File: src/rtl/complex_result_buffer_pkg.sv
// Shared complex-multiplier types and helpers used by the result buffer and its bench.
package complex_mult_pkg;

    localparam int unsigned CM_WIDTH = 8;
    localparam int unsigned CM_RES_W = 2 * CM_WIDTH;

    typedef struct packed {
        logic [CM_WIDTH-1:0] re;
        logic [CM_WIDTH-1:0] im;
    } cm_result_t;

    // Ceiling log2; returns 0 for values of 0 or 1.
    function automatic int unsigned cm_clog2(input int unsigned value);
        int unsigned r;
        r = 0;
        for (int i = 0; i < 32; i++) begin
            if (value > (32'd1 << i)) r = i + 1;
        end
        return r;
    endfunction

endpackage

File: src/rtl/complex_result_buffer_if.sv
// Producer/consumer bus of the complex result buffer.
// RESBUF_DROPCNT_EN adds the saturating dropCnt signal.
interface complex_result_buffer_if
    import complex_mult_pkg::*;
#(
    parameter int unsigned WIDTH = CM_WIDTH,
    parameter int unsigned DEPTH = 4
);
    localparam int unsigned LVL_W = cm_clog2(DEPTH) + 1;

    logic                 resDone;
    logic [2*WIDTH-1:0]   res;
    logic                 clr;
    logic                 outReady;
    logic                 outValid;
    logic [2*WIDTH-1:0]   outData;
    logic                 full;
    logic [LVL_W-1:0]     level;
    logic                 overflow;
`ifdef RESBUF_DROPCNT_EN
    logic [7:0]           dropCnt;
`endif

    modport master (
        output resDone, res, clr, outReady,
`ifdef RESBUF_DROPCNT_EN
        input  dropCnt,
`endif
        input  outValid, outData, full, level, overflow
    );

    modport slave (
        input  resDone, res, clr, outReady,
`ifdef RESBUF_DROPCNT_EN
        output dropCnt,
`endif
        output outValid, outData, full, level, overflow
    );

endinterface

File: src/rtl/complex_result_buffer_ptr.sv
// Wrapping FIFO pointer register with synchronous clear (priority) and advance enable.
module resbuf_ptr #(
    parameter int unsigned PTR_W = 2
) (
    input  logic             clk,
    input  logic             rst,
    input  logic             en_i,
    input  logic             clr_i,
    output logic [PTR_W-1:0] ptr_o
);

    logic [PTR_W-1:0] ptr_q, ptr_d;

    always_comb begin
        ptr_d = ptr_q;
        if (clr_i) begin
            ptr_d = '0;
        end else if (en_i) begin
            ptr_d = ptr_q + PTR_W'(1);
        end
    end

    always_ff @(posedge clk or posedge rst) begin
        if (rst) begin
            ptr_q <= '0;
        end else begin
            ptr_q <= ptr_d;
        end
    end

    assign ptr_o = ptr_q;

endmodule

File: src/rtl/complex_result_buffer.sv
// First-word-fall-through result FIFO between the complex multiplier and its consumer.
// Defining RESBUF_DROPCNT_EN adds a saturating count of dropped pushes (dropCnt).
module complex_result_buffer
    import complex_mult_pkg::*;
#(
    parameter int unsigned WIDTH = CM_WIDTH,
    parameter int unsigned DEPTH = 4
) (
    input logic                    clk,
    input logic                    rst,
    complex_result_buffer_if.slave bus
);

    localparam int unsigned PTR_W = cm_clog2(DEPTH);
    localparam int unsigned LVL_W = PTR_W + 1;
    localparam int unsigned DW    = 2 * WIDTH;

    logic             push, pop, drop;
    logic             out_valid, full;
    logic [PTR_W-1:0] wr_ptr, rd_ptr;
    logic [LVL_W-1:0] level_q, level_d;
    logic             overflow_q, overflow_d;
    logic [DW-1:0]    mem_q [DEPTH];

    always_comb begin
        out_valid = (level_q != '0);
        full      = (level_q == LVL_W'(DEPTH));
        pop       = out_valid & bus.outReady;
        // A pop on a full buffer frees the slot the concurrent push lands in.
        push      = bus.resDone & (~full | pop);
        drop      = bus.resDone & ~push;
    end

    always_comb begin
        level_d    = level_q;
        overflow_d = overflow_q;
        if (bus.clr) begin
            level_d    = '0;
            overflow_d = 1'b0;
        end else begin
            level_d    = level_q + LVL_W'(push) - LVL_W'(pop);
            overflow_d = overflow_q | drop;
        end
    end

    always_ff @(posedge clk or posedge rst) begin
        if (rst) begin
            level_q    <= '0;
            overflow_q <= 1'b0;
        end else begin
            level_q    <= level_d;
            overflow_q <= overflow_d;
        end
    end

    // Storage is deliberately left out of reset; out_valid masks stale contents.
    always_ff @(posedge clk) begin
        if (push && !bus.clr) begin
            mem_q[wr_ptr] <= bus.res;
        end
    end

    resbuf_ptr #(
        .PTR_W (PTR_W)
    ) u_wr_ptr (
        .clk   (clk),
        .rst   (rst),
        .en_i  (push),
        .clr_i (bus.clr),
        .ptr_o (wr_ptr)
    );

    resbuf_ptr #(
        .PTR_W (PTR_W)
    ) u_rd_ptr (
        .clk   (clk),
        .rst   (rst),
        .en_i  (pop),
        .clr_i (bus.clr),
        .ptr_o (rd_ptr)
    );

`ifdef RESBUF_DROPCNT_EN
    logic [7:0] drop_cnt_q, drop_cnt_d;

    always_comb begin
        drop_cnt_d = drop_cnt_q;
        if (bus.clr) begin
            drop_cnt_d = '0;
        end else if (drop && (drop_cnt_q != 8'hFF)) begin
            drop_cnt_d = drop_cnt_q + 8'd1;
        end
    end

    always_ff @(posedge clk or posedge rst) begin
        if (rst) begin
            drop_cnt_q <= '0;
        end else begin
            drop_cnt_q <= drop_cnt_d;
        end
    end

    assign bus.dropCnt = drop_cnt_q;
`endif

    assign bus.outValid = out_valid;
    assign bus.outData  = out_valid ? mem_q[rd_ptr] : '0;
    assign bus.full     = full;
    assign bus.level    = level_q;
    assign bus.overflow = overflow_q;

endmodule
File: src/flat_wrapper.sv
// flat-port wrapper written by rule: the top's interface ports become plain ports
module complex_result_buffer_flat import complex_mult_pkg::*;
#(
    parameter int unsigned WIDTH = CM_WIDTH,
    parameter int unsigned DEPTH = 4
)
  (clk, rst, bus_resDone, bus_res, bus_clr, bus_outReady, bus_outValid, bus_outData, bus_full, bus_level, bus_overflow);
  complex_result_buffer_if #(.WIDTH(WIDTH), .DEPTH(DEPTH)) bus_i ();
  input logic clk;
  input logic rst;
  input wire logic [$bits(bus_i.resDone)-1:0] bus_resDone;
  input wire logic [$bits(bus_i.res)-1:0] bus_res;
  input wire logic [$bits(bus_i.clr)-1:0] bus_clr;
  input wire logic [$bits(bus_i.outReady)-1:0] bus_outReady;
  output wire logic [$bits(bus_i.outValid)-1:0] bus_outValid;
  output wire logic [$bits(bus_i.outData)-1:0] bus_outData;
  output wire logic [$bits(bus_i.full)-1:0] bus_full;
  output wire logic [$bits(bus_i.level)-1:0] bus_level;
  output wire logic [$bits(bus_i.overflow)-1:0] bus_overflow;
  assign bus_i.resDone = bus_resDone;
  assign bus_i.res = bus_res;
  assign bus_i.clr = bus_clr;
  assign bus_i.outReady = bus_outReady;
  assign bus_outValid = bus_i.outValid;
  assign bus_outData = bus_i.outData;
  assign bus_full = bus_i.full;
  assign bus_level = bus_i.level;
  assign bus_overflow = bus_i.overflow;
  complex_result_buffer #(.WIDTH(WIDTH), .DEPTH(DEPTH)) u_core (.clk(clk), .rst(rst), .bus(bus_i));
endmodule
File: config.mk
export PLATFORM = sky130hd
export DESIGN_NAME = complex_result_buffer_flat
export DESIGN_NICKNAME = d
export VERILOG_FILES = /design/src/rtl/complex_result_buffer_pkg.sv /design/src/rtl/complex_result_buffer_if.sv /design/src/rtl/complex_result_buffer_ptr.sv /design/src/rtl/complex_result_buffer.sv /design/src/flat_wrapper.sv
export SDC_FILE = /design/constraint.sdc
export NUM_CORES = 1
export LEC_CHECK = 0
export BUFFER_PORTS_ARGS = -buffer_cell sky130_fd_sc_hd__buf_2
export CORE_ASPECT_RATIO = 1.5
export CORE_UTILIZATION = 45
export DETAILED_ROUTE_END_ITERATION = 10
export GPL_TIMING_DRIVEN = 1
export MAX_ROUTING_LAYER = met4
export PLACE_DENSITY = 0.73
export SYNTH_ARGS = -nofsm -noshare
export SYNTH_HDL_FRONTEND = slang
export SYNTH_HIERARCHICAL = 1
export SYNTH_SLANG_ARGS = --single-unit
File: constraint.sdc
create_clock -name clk -period 3.3 [get_ports clk]
set_input_delay 0.66 -clock clk [delete_from_list [all_inputs] [get_ports clk]]
set_output_delay 0.66 -clock clk [all_outputs]
set_load 0.1 [all_outputs]
# ---- Word level (Yosys, flattened, before mapping)
# Memories as Yosys holds them, arrays and structs flattened.
# Cells that the tools add are included.
# W data, S select, Z words.
dict set report op_classes {
  eq_ne 1
  n_addsub 4
  muxes 9
  n_reduce_logical 5
  n_bitwise 7
}
# operator count
set op_table {}
lappend op_table {{$mux W16} 1}
lappend op_table {{$mux W2} 4}
lappend op_table {{$add A2 B1 Y2 const B} 2}
lappend op_table {{$reduce_bool A2 Y1} 2}
lappend op_table {{$add A3 B1 Y3} 1}
lappend op_table {{$and A1 B1 Y1} 3}
lappend op_table {{$eq A3 B3 Y1 const B} 1}
lappend op_table {{$mux W1} 3}
lappend op_table {{$mux W3} 1}
lappend op_table {{$reduce_bool A3 Y1} 1}
lappend op_table {{$sub A3 B1 Y3} 1}
lappend op_table {{$not A1 Y1} 2}
lappend op_table {{$or A1 B1 Y1} 2}
lappend op_table {{$logic_and A1 B1 Y1} 1}
lappend op_table {{$logic_not A1 Y1} 1}
dict set report totals {
  elab_cells 31
  mem_count 1
  output_inout_bits 22
  regBits 8
  ram_bits 64
}
# name depth width rd rd_ports_with_merged_regs write_ports line
set mem_list {}
lappend mem_list {u_core.mem_q 4 16 1 0 1 complex_result_buffer.sv:23} ;# logic [DW-1:0] mem_q [DEPTH];

# ---- Logic depth before layout (Yosys ltp)
dict set report logic_depth {
  ltp_word 8
  depth_mapped 8
  depth_no_buf 8
}

# ---- Cells and area by module
# Netlist, hierarchy kept.
# mod area_each_um2 cells_each instances
set by_module_without_submodules {}
lappend by_module_without_submodules {complex_result_buffer 2758.9 133 1}
lappend by_module_without_submodules {resbuf_ptr 92.6 8 2}

# ---- Least setup slack after synthesis
# No wires, ideal clock.
dict set report synth_path {
  path_kind {reg2out}
  startpoint {register u_core.level_q[1], in the netlist u_core/bus.level[1]}
  endpoint {output port bus_outData[10]}
  path_stages_with_launch 4
  arrival_ps 2874
  required_time_ps 2640
  path_buffers 1
  path_slack_ps -234
  cell_sequence {dfrtp_1 -> nor3_2 -> buf_2 -> nor2b_1}
}
dict set report synth_via {
  elab_chain_cells 2
}
# item line
set synth_rtl {}
lappend synth_rtl {{start, declared} complex_result_buffer.sv:21} ;# logic [LVL_W-1:0] level_q, level_d;
lappend synth_rtl {{start signal, assigned} complex_result_buffer.sv:51} ;# level_q <= level_d;
lappend synth_rtl {{$reduce_bool A3 Y1} complex_result_buffer.sv:26} ;# out_valid = (level_q != '0);
lappend synth_rtl {{$mux W16} complex_result_buffer.sv:107} ;# assign bus.outData = out_valid ? mem_q[rd_ptr] : '0;
lappend synth_rtl {{end, declared} flat_wrapper.sv:16} ;# output wire logic [$bits(bus_i.outData)-1:0] bus_outData;
# No other way between the ends.

# ---- Final worst setup path
dict set report layout_path {
  startpoint {register u_core.u_rd_ptr.ptr_q[0], in the netlist u_core/u_rd_ptr/ptr_o[0]}
  endpoint {output port bus_outData[4]}
}
dict set report layout_via {
  elab_chain_cells 2
}
# item line
set layout_rtl {}
lappend layout_rtl {{start, declared} complex_result_buffer_ptr.sv:12} ;# logic [PTR_W-1:0] ptr_q, ptr_d;
lappend layout_rtl {{start signal, assigned} complex_result_buffer_ptr.sv:27} ;# ptr_q <= ptr_d;
lappend layout_rtl {{$mem_v2 Z4 W16} n/a}
lappend layout_rtl {{$mux W16} complex_result_buffer.sv:107}
# No other way between the ends.

==> run metrics <==
total setup buffers inserted after CTS=0; R2R Path Start=u_core/bus.level[1]; final count of negative-setup-slack endpoints=0; fillers=487; Unique masters post-synth=29; syn_nets=172; Max Slew Vio Count=0; first-pass GRT wire length=7.62 mm; critical-path cell list=buf_4 > mux4_1 > nor2b_1 > buf_2; CP Capture Type=primary output; die area=6880 um2; fmax=354 MHz; worst min-delay path class=in -> async; crit-path max FO=15; later-pin clock latency in the skew report=340 ps; Total GRT Usage=16.9%; r2r setup slk=1060 ps; Sequential Area=2120 um2; core area=6220 um2; row cnt=35; Mapped Cells=149; post-route ant nets=0; Area Overhead vs Synth=19.6%; Slew HR=61.8%; deepest clock path buffer count=2; Critical Path Max Stage Delay=590 ps; diode count=0; Via Count=1491; flip-flop and latch count after synthesis=72; Fin. Hold Viols=0; Tcrit/Tclk final=85.5%; DP Wirelength=3.10 mm; CTS Buf Count=9; Die Width=68.0 um; routability congestion estimate=0.693; largest net degree at the start of global routing=20; WP data arrival=2160 ps; RR Endpoint=u_core/bus.level[2]; grt total ovfl=0; share of cells above drive strength 1=41.0%; Max Cap Violations=0; Worst Reg-to-Reg Cells=9; post-DR vias/cell=5.25; Worst Setup SP=u_core/u_rd_ptr/ptr_o[0]; I/O Buffers=42; WL final=4.79 mm; RSZ-0062 raised after global routing=false; die height=101 um; Root Buffer=clkbuf_8; nets=228; Worst-Margin Slew=573 ps; clk slew on worst S/H paths=70 ps; Post-CTS Resized=0; Tmin final=2820 ps; CTS tree=built; Final TNS setup=0 ps; Initial Util=47.3%; register area share after synthesis=72.1%; io pins=43; vias in the first global route=1519; crit path to=bus_outData[4]; initial drt markers=43; CP max stage cell=mux4_1; mapped cell area=2940 um2; TritonRoute pass-1 iters=3; yosys warns=6; Clock Skews=6.17 ps; H-tree depth=3; # clock sinks=72; CP Data Required Time=2640 ps; status=complete, no violations; Avg WL per Cell=16.9 um; area of the multi-input gates=803 um2; startpoint types=flip-flop; Post-CTS Hold Fix Bufs=0; initial antenna violation count=0; Mean Syn Cell Area=19.8 um2; class of the most critical setup path=reg -> out; Remaining DRCs=0
==> layout by cell type (no fill, tap or decap), drive strengths merged, types with 3 or more instances in the layout <==
cell type / n
clkbuf: 10
inv: 6
nor2b: 19
buf: 50
xnor2: 3
clkinv: 4
mux4: 16
edfxtp: 64
nor2: 6
nor4b: 3
dfrtp: 8
a21oi: 3
==> synth_stat cells, drive strengths merged <==
master / n / area, um2
a21bo: 2 / 20.0
a21oi: 3 / 22.5
a31o: 1 / 8.76
buf: 5 / 46.3
dfrtp: 8 / 200
edfxtp: 64 / 1920
fa: 1 / 20.0
ha: 1 / 12.5
inv: 6 / 22.5
mux4: 16 / 383
nand2: 2 / 7.51
nand2b: 1 / 6.26
nand3b: 2 / 15.0
nor2: 6 / 22.5
nor2b: 19 / 134
nor3: 2 / 15.0
nor3b: 1 / 7.51
nor4: 1 / 6.26
nor4b: 3 / 32.5
o21ai: 1 / 5.00
xnor2: 3 / 26.3
xor2: 1 / 8.76
==> layout make-up <==
type | instances | area share [%]
clock inverter | 6 | 2.38
tap | 74 | 2.63
clock buffer | 10 | 3.62
timing repair buffer | 50 | 7.67
sequential | 72 | 60.2
inverter | 6 | 0.639
multi-input combinational | 66 | 22.8
==> how the worst min path moves through the flow <==
stage	endpoint	depth (start not counted)	slack, ps
2_1_floorplan	u_core/u_rd_ptr/ptr_o[0]	1	400
3_3_place_gp	u_core/bus.overflow	2	480
3_5_place_dp	u_core/bus.overflow	2	500
4_1_cts	u_core/u_rd_ptr/ptr_o[0]	2	170
5_1_grt	u_core/u_wr_ptr/ptr_o[0]	2	180
6_report	u_core/u_rd_ptr/ptr_o[0]	2	180
==> metrics by stage <==
step	utilization, %	hold slack, ps	cell area (um2)	cells	setup WS [ps]
6_report	56.6	183	3520	284	478
3_3_place_gp	53.2	476	3310	268	804
4_1_cts	56.6	165	3520	284	428
3_5_place_dp	53.2	498	3310	268	808
2_1_floorplan	-	401	2960	149	-234
5_1_grt	56.6	176	3520	284	374
==> cells by family after synthesis <==
kind of cell | Yosys count | share of synthesized area, %
fa+ha+maj | 2 | 1.10
flops | 72 | 72.1
simple gates | 37 | 8.37
xor+xnor | 4 | 1.19
mux | 16 | 13.0
buf+inv | 11 | 2.34
compound gates | 7 | 1.91
==> registers in the layout, indices dropped and copies added (netlist names) <==
register / flops
u_core/bus.level: 3
u_core/mem_q: 64
u_core/u_rd_ptr/ptr_o: 2
u_core/u_wr_ptr/ptr_o: 2
u_core/bus.overflow: 1
==> metal layers <==
layer | track usage (%) | part of all wire [%]
met5 | - | 0
met4 | 10.1 | 2.9
met3 | 3.73 | 3.4
met2 | 26.2 | 52
met1 | 19.6 | 42
==> critical path, delay by kind of cell (launching register included) <==
family	cells	cell delay [ps]
muxes	1	590
and+or+nand+nor	1	140
buffers and inverters	2	630
DFF	1	460
Power is left out: the tool's default activity adds up to more than one toggle a clock period on the data nets, which glitch-free logic cannot reach.
